--- src/rtl/rst_seq_pkg.sv ---
// Shared types for the staged reset sequencer.
package rst_seq_pkg;

  // Sequencer states. RELEASE walks the stages out one at a time, DONE holds
  // them all released, SW_HOLD keeps everything in reset for a fixed time after
  // a software request.
  typedef enum logic [1:0] {
    WAIT_LOCK = 2'd0,
    RELEASE   = 2'd1,
    DONE      = 2'd2,
    SW_HOLD   = 2'd3
  } rst_seq_state_t;

  // States in which a software reset request is honoured.
  function automatic logic rst_seq_sw_accept(input rst_seq_state_t state);
    return (state == RELEASE) || (state == DONE);
  endfunction

endpackage

--- src/rtl/rst_seq_bit_sync.sv ---
// Two-flop synchronizer for a single asynchronous level signal.
module bit_sync
  import rst_seq_pkg::*;
(
  input  logic clk_i,
  input  logic rst_n_i,
  input  logic d_i,
  output logic q_o
);

  logic r_meta;
  logic r_sync;

  // First flop may go metastable; second flop gives it a full cycle to settle.
  always_ff @(posedge clk_i or negedge rst_n_i) begin
    if (!rst_n_i) begin
      r_meta <= 1'b0;
      r_sync <= 1'b0;
    end else begin
      r_meta <= d_i;
      r_sync <= r_meta;
    end
  end

  assign q_o = r_sync;

endmodule

--- src/rtl/rst_seq.sv ---
// Staged reset sequencer: once the clock source reports lock, releases
// N_STAGE active-low resets one after another, STAGE_DLY cycles apart.
// Lock loss or a software request drops every stage back into reset.
module rst_seq
  import rst_seq_pkg::*;
#(
  parameter int N_STAGE   = 4,
  parameter int STAGE_DLY = 16
) (
  input  logic               clk_i,
  input  logic               rst_n_i,
  input  logic               lock_i,
  input  logic               sw_rst_i,
  output logic [N_STAGE-1:0] rst_n_o,
  output logic               done_o
);

  localparam int CW = $clog2(STAGE_DLY + 1);
  localparam int IW = $clog2(N_STAGE + 1);

  localparam logic [CW-1:0]      CNT_LAST    = CW'(STAGE_DLY - 1);
  localparam logic [CW-1:0]      CNT_ONE     = CW'(1);
  localparam logic [IW-1:0]      IDX_LAST    = IW'(N_STAGE - 1);
  localparam logic [IW-1:0]      IDX_ONE     = IW'(1);
  localparam logic [N_STAGE-1:0] STAGE_FIRST = N_STAGE'(1);

  logic                 w_lock_s;
  rst_seq_state_t       r_state;
  rst_seq_state_t       w_state_nxt;
  logic [CW-1:0]        r_cnt;
  logic [CW-1:0]        w_cnt_nxt;
  logic [IW-1:0]        r_idx;
  logic [IW-1:0]        w_idx_nxt;
  logic [N_STAGE-1:0]   r_rst_n;
  logic [N_STAGE-1:0]   w_rst_n_nxt;
  logic [N_STAGE-1:0]   w_rst_n_shift;
  logic                 r_done;
  logic                 w_done_nxt;

  bit_sync u_lock_sync (
    .clk_i   (clk_i),
    .rst_n_i (rst_n_i),
    .d_i     (lock_i),
    .q_o     (w_lock_s)
  );

  // Releasing the next stage is a left shift that fills with ones, so the
  // output stays thermometer-coded by construction.
  assign w_rst_n_shift = (r_rst_n << 1) | STAGE_FIRST;

  // State, counters and outputs; the outputs are flops so nothing on an
  // input can reach a reset pin combinationally.
  always_ff @(posedge clk_i or negedge rst_n_i) begin
    if (!rst_n_i) begin
      r_state <= WAIT_LOCK;
      r_cnt   <= '0;
      r_idx   <= '0;
      r_rst_n <= '0;
      r_done  <= 1'b0;
    end else begin
      r_state <= w_state_nxt;
      r_cnt   <= w_cnt_nxt;
      r_idx   <= w_idx_nxt;
      r_rst_n <= w_rst_n_nxt;
      r_done  <= w_done_nxt;
    end
  end

  // Next-state and next-output logic. Lock loss is tested before the software
  // request so that it wins when both occur in the same cycle.
  always_comb begin
    w_state_nxt = r_state;
    w_cnt_nxt   = r_cnt;
    w_idx_nxt   = r_idx;
    w_rst_n_nxt = r_rst_n;
    w_done_nxt  = r_done;

    case (r_state)
      WAIT_LOCK: begin
        w_cnt_nxt   = '0;
        w_idx_nxt   = '0;
        w_rst_n_nxt = '0;
        w_done_nxt  = 1'b0;
        if (w_lock_s) begin
          w_state_nxt = RELEASE;
        end else begin
          w_state_nxt = WAIT_LOCK;
        end
      end

      RELEASE: begin
        if (!w_lock_s) begin
          w_state_nxt = WAIT_LOCK;
          w_cnt_nxt   = '0;
          w_idx_nxt   = '0;
          w_rst_n_nxt = '0;
          w_done_nxt  = 1'b0;
        end else if (rst_seq_sw_accept(r_state) && sw_rst_i) begin
          w_state_nxt = SW_HOLD;
          w_cnt_nxt   = '0;
          w_idx_nxt   = '0;
          w_rst_n_nxt = '0;
          w_done_nxt  = 1'b0;
        end else if (r_cnt == CNT_LAST) begin
          w_cnt_nxt   = '0;
          w_idx_nxt   = r_idx + IDX_ONE;
          w_rst_n_nxt = w_rst_n_shift;
          if (r_idx == IDX_LAST) begin
            w_state_nxt = DONE;
            w_done_nxt  = 1'b1;
          end else begin
            w_state_nxt = RELEASE;
          end
        end else begin
          w_cnt_nxt = r_cnt + CNT_ONE;
        end
      end

      DONE: begin
        if (!w_lock_s) begin
          w_state_nxt = WAIT_LOCK;
          w_cnt_nxt   = '0;
          w_idx_nxt   = '0;
          w_rst_n_nxt = '0;
          w_done_nxt  = 1'b0;
        end else if (rst_seq_sw_accept(r_state) && sw_rst_i) begin
          w_state_nxt = SW_HOLD;
          w_cnt_nxt   = '0;
          w_idx_nxt   = '0;
          w_rst_n_nxt = '0;
          w_done_nxt  = 1'b0;
        end else begin
          w_state_nxt = DONE;
        end
      end

      // Hold lasts exactly STAGE_DLY cycles; further requests are ignored here,
      // and the exit always goes through WAIT_LOCK so lock is re-qualified.
      SW_HOLD: begin
        w_rst_n_nxt = '0;
        w_done_nxt  = 1'b0;
        if (!w_lock_s) begin
          w_state_nxt = WAIT_LOCK;
          w_cnt_nxt   = '0;
          w_idx_nxt   = '0;
        end else if (r_cnt == CNT_LAST) begin
          w_state_nxt = WAIT_LOCK;
          w_cnt_nxt   = '0;
        end else begin
          w_cnt_nxt = r_cnt + CNT_ONE;
        end
      end

      default: begin
        w_state_nxt = WAIT_LOCK;
        w_cnt_nxt   = '0;
        w_idx_nxt   = '0;
        w_rst_n_nxt = '0;
        w_done_nxt  = 1'b0;
      end
    endcase
  end

  assign rst_n_o = r_rst_n;
  assign done_o  = r_done;

endmodule

--- config.mk ---
export PLATFORM = sky130hd
export DESIGN_NAME = rst_seq
export DESIGN_NICKNAME = d
export VERILOG_FILES = /design/src/rtl/rst_seq_pkg.sv /design/src/rtl/rst_seq_bit_sync.sv /design/src/rtl/rst_seq.sv
export SDC_FILE = /design/constraint.sdc
export NUM_CORES = 1
export LEC_CHECK = 0
export BUFFER_PORTS_ARGS = -buffer_cell sky130_fd_sc_hd__buf_2
export CAP_MARGIN = 0
export CORE_MARGIN = 10
export CORE_UTILIZATION = 56
export DETAILED_ROUTE_END_ITERATION = 10
export GPL_TIMING_DRIVEN = 0
export MAX_ROUTING_LAYER = met4
export PLACE_DENSITY = 0.83
export SLEW_MARGIN = 10
export SYNTH_ARGS = -nofsm -noshare
export SYNTH_HDL_FRONTEND = slang
export SYNTH_SLANG_ARGS = --single-unit
--- constraint.sdc ---
create_clock -name clk_i -period 1.87 [get_ports clk_i]
set_input_delay 0.187 -clock clk_i [delete_from_list [all_inputs] [get_ports clk_i]]
set_output_delay 0.187 -clock clk_i [all_outputs]
set_load 0.01 [all_outputs]
# Yosys cells after proc, flatten, opt, wreduce, memory -nomap -nowiden
# Index checks and enable logic that the tools add are counted.
op_classes:
  add_sub_neg: 2
  n_eq_ne: 10
  mux: 37
  n_reduce_logical: 8
ops:
  columns: ["op", "n"]
  rows:
  - ["two-way mux 5 bit", 6]
  - ["two-way mux 4 bit", 5]
  - ["one-hot mux 5 bit (4 select lines)", 1]
  - ["two-way mux 3 bit", 6]
  - ["two-way mux 2 bit", 7]
  - ["one-hot mux 3 bit (4 select lines)", 1]
  - ["one-hot mux 4 bit (3 select lines)", 1]
  - ["two-way mux 1 bit", 8]
  - ["inequality test 4 bit, second input constant", 2]
  - ["one-hot mux 2 bit (4 select lines)", 1]
  - ["inequality test 3 bit, second input constant", 2]
  - ["AND reduction 3 bit", 2]
  - ["adder 5 x 1 -> 5 bit, second input constant", 1]
  - ["equality test 5 x 4 -> 1 bit, second input constant", 1]
  - ["equality test 2 bit, second input constant", 2]
  - ["AND reduction 2 bit", 2]
  - ["adder 3 x 1 -> 3 bit, second input constant", 1]
  - ["equality test 3 x 2 -> 1 bit, second input constant", 1]
  - ["one-hot mux 1 bit (3 select lines)", 1]
  - ["equality test 2 x 1 -> 1 bit, second input constant", 1]
  - ["zero test 2 bit", 1]
  - ["inequality test 2 bit, second input constant", 1]
  - ["OR reduction 2 bit", 1]
  - ["logical AND 1 bit", 1]
  - ["logical OR 1 bit", 1]
word_totals:
  ff_bits: 17
  input_bits: 4
  out_inout_bits: 5
  wordCells: 64

# Logic depth before layout (Yosys ltp)
logic_depth:
  word_depth: 6
  mapped_depth: 7
  ltp_nobuf: 6

# By module
# From an unflattened synthesis, not the netlist that was laid out.
unflattened:
  hier_cells: 92
  hier_area_um2: 918.4
modules_own_cells:
  columns: ["mod", "n_inst", "cells_each", "area_each_um2", "seq_area_each_um2"]
  rows:
  - ["rst_seq", 1, 90, 868.3, 375.4]
  - ["bit_sync", 1, 2, 50.0, 50.0]

# Worst setup path before layout
# OpenSTA, ideal clock, no wires.
synth_timing:
  path_kind: "register to register"
  startpoint: "register r_state[0]"
  endpoint: "register r_idx[1]"
  setup_ns: 0.082
  arrival_time_ns: 1.526
  required_time_ns: 1.788
  path_slack_ns: 0.262
  path_stages_with_launch: 7
  period_less_slack_ns: 1.608
  cell_sequence: "dfrtp_1 inv_1 ha_1 nand2_2 nand2_1 or3_4 o22ai_1"
synth_between:
  elab_chain_len: 6
synth_lines:
  columns: ["element", "line_no", "source"]
  rows:
  - ["start: declaration", "rst_seq.sv:28", "rst_seq_state_t r_state;"]
  - ["start signal: assignment", "rst_seq.sv:61", "r_state <= w_state_nxt;"]
  - ["equality test 2 x 1 -> 1 bit or equality test 2 bit (tied branches)", "rst_seq_pkg.sv:16, rst_seq.sv:78", null]
  - ["logical OR 1 bit", "rst_seq_pkg.sv:16", "return (state == RELEASE) || (state == DONE);"]
  - ["logical AND 1 bit", "rst_seq.sv:98, rst_seq.sv:126", null]
  - ["two-way mux 3 bit", "rst_seq.sv:98", "end else if (rst_seq_sw_accept(r_state) && sw_rst_i) begin"]
  - ["two-way mux 3 bit", "rst_seq.sv:92", "if (!w_lock_s) begin"]
  - ["one-hot mux 3 bit (4 select lines)", "rst_seq.sv:78", "case (r_state)"]
  - ["end signal: assignment", "rst_seq.sv:63", "r_idx <= w_idx_nxt;"]
  - ["end: declaration", "rst_seq.sv:32", "logic [IW-1:0] r_idx;"]
# Parallel ways exist; a longest one is shown, timed or not.
# A chain may end at the register's enable or synchronous reset.

# Worst setup path in the final report
# Ends and elaborated chain as after synthesis.

==> results.ini <==
[status]
status=finished clean

[floorplan]
design.core.area_mm2=0.00152
rows=14
io_pins=9
die_y_um=60.5
dieArea_mm2=0.00366
start_util_pct=60.3
die_w_um=60.5

[synthesis]
synthFlopType=dfrtp_1
synth.distinct_cells=30
yosys_register_bits=17
synth_edf_count=0
syn_nets=105
async_reset_ff_share_pct=100
ys_seq_area_share_pct=46.3
syn_avg_cell_area_um2=9.89
syn_inst=93
ys_warn_count=0
synth_area_um2=920

[job]
maxCapViolations=0

[timing]
finalHoldViolCount=0
whs_ns=0.328
max_freq_mhz=580
min_period_over_period_pct=92.1
slew_violations=0
min_period_ns=1.72
grt_setup_unrepaired=no
slew_headroom_pct=75.4
setup_tns_ns=0
worstMarginPinSlew_ns=0.359
skew_ns=0.00462
setup_violations=0
timing.final.ws_setup_ns=0.147

[grt]
grt.busiest_layer=met2
gr-total-overflow=0
grtUsageMet2_pct=19.7
grt_pass1_vias=799
antenna_found_initial=0
grt_usage_pct=11.8
grt_max_degree=18
met1_usage_pct=13.1
grt_first_pass_wirelength_mm=3.32
globalRouteMet3Util_pct=2.09

[final_layout]
mostFrequentLayoutCell=dfrtp_1
antenna_cells=0
final_layout_size_suffix_gt1_share_pct=24.8
layout_common_cells=dfrtp_1, nand2_1, buf_2
nets=122
area_growth_pct=16.2
final_core_util_pct=70.1
design_area_mm2=0.00107
fillCellCount=112
fin_cells=125

[routing]
dr_total_vias=777
ant_nets=0
drc_errors=0
drt_first_pass_iters=4
via_per_inst=6.22
drt_iter0_markers=13
routed_wl_mm=1.90
wl_per_cell_um=15.2

[critical_path]
worstSetupStartpoint=r_state[0]
start_kind=flip-flop
crit_arrival_ns=1.93
end_kind=flip-flop
criticalPathCategory=flip-flop to flip-flop
r2r_cells=6
cp_max_fo=7
timing.rr.start=r_state[0]
r2r-end=r_idx[1]
rrSetupSlack_ns=0.15
required_ns=2.08

[placed_design]
place_area_um2=980
pre_cts_ws_ns=0.0330
post-dp-hpwl_mm=1.38
portBuffers=8
placed_cells=117
place_congestion=0.799

[min_path]
hp-class=input port to asynchronous set/reset pin

[clock_network]
cts_inserted_buffers=3
cts_tree=done
cts_max_path_buffers=2
ctsRootBufferMaster=clkbuf_4
htree_num_levels=1
clk_pin_slew_ns=0.10
cts.sinks=17
clk_latency_ns=0.29

[pwr]
p_leak_nw=0.516
finalPower_uw=889
cellPowerDensity_mw_per_mm2=832
peakVddDrop_mv=0.575

[synth_stat cells (2+ instances only)]
cell | number | share of area, %
o22ai_1 | 2 | 1.4
ha_1 | 8 | 11
o211ai_1 | 2 | 1.6
o21ai_0 | 6 | 3.3
nand2_1 | 13 | 5.3
inv_1 | 6 | 2.4
dfrtp_1 | 17 | 46
a21o_2 | 2 | 1.9
nor2_1 | 4 | 1.6
nand3_1 | 5 | 2.7
a31oi_1 | 3 | 2.0
a21oi_1 | 7 | 3.8
[registers in the layout (all words and copies together) (netlist names)]
name	cells
r_cnt	5
r_state	2
rst_n_o	4
u_lock_sync.q_o	1
r_idx	3
done_o	1
u_lock_sync.r_meta	1
[worst max-delay path, stage by stage (launching register included)]
cell and delay, ns:
dfrtp_1 0.41, inv_1 0.14, ha_4 0.23, nand2_2 0.14
nand2_2 0.12, or3_4 0.40, o22ai_1 0.19
[cell type report]
cell class / count / area (um2) / area share (%)
Sequential cell: 17 / 425 / 39.8
Multi-Input combinational cell: 67 / 483 / 45.2
Buffer: 3 / 16.3 / 1.52
Clock buffer: 4 / 26.3 / 2.46
Inverter: 6 / 22.5 / 2.11
Timing Repair Buffer: 12 / 75.1 / 7.03
Tap cell: 16 / 20.0 / 1.87
[per-layer routing]
metal	wire length (um)	vias to the layer above
met3	71	5
met4	42	0
met2	928	22
li1	-	367
met5	0	-
met1	861	383
[how the worst max path moves through the flow]
stage	to	slack, ns	depth (start not counted)
6_report	r_idx[1]	0.15	6
5_1_grt	r_idx[1]	0.03	6
4_1_cts	r_idx[1]	0.01	6
3_5_place_dp	r_idx[1]	0.03	6
3_3_place_gp	r_idx[1]	0.11	6
2_1_floorplan	r_idx[1]	0.26	6
[cells by family (layout without fill, tap and decap cells)]
group	count (synthesis)	after routing	synth area share [%]
AND/OR/NAND/NOR	29	29	17.3
multiplexers	1	1	1.09
adder cells (fa/ha/maj)	8	8	10.9
AO/OA/AOI/OAI	29	29	20.3
flip-flops	17	17	46.3
buffers and inverters	9	25	4.22
[repair_timing]
item	in CTS	in global routing
buffers inserted	0	2
hold endpoints to repair	18	0
setup endpoints to repair	0	9
hold buffers	2	0
gates resized for setup	0	6
[report_power, final]
part	internal, mW	switching, mW	total (mW)	leakage (nW)
Sequential	0.392	0.0197	0.411	0.230
Combinational	0.119	0.162	0.281	0.272
Clock	0.0832	0.114	0.197	0.0150
Total	0.594	0.295	0.889	0.516
No activity file was read; power rests on OpenSTA's default activity.
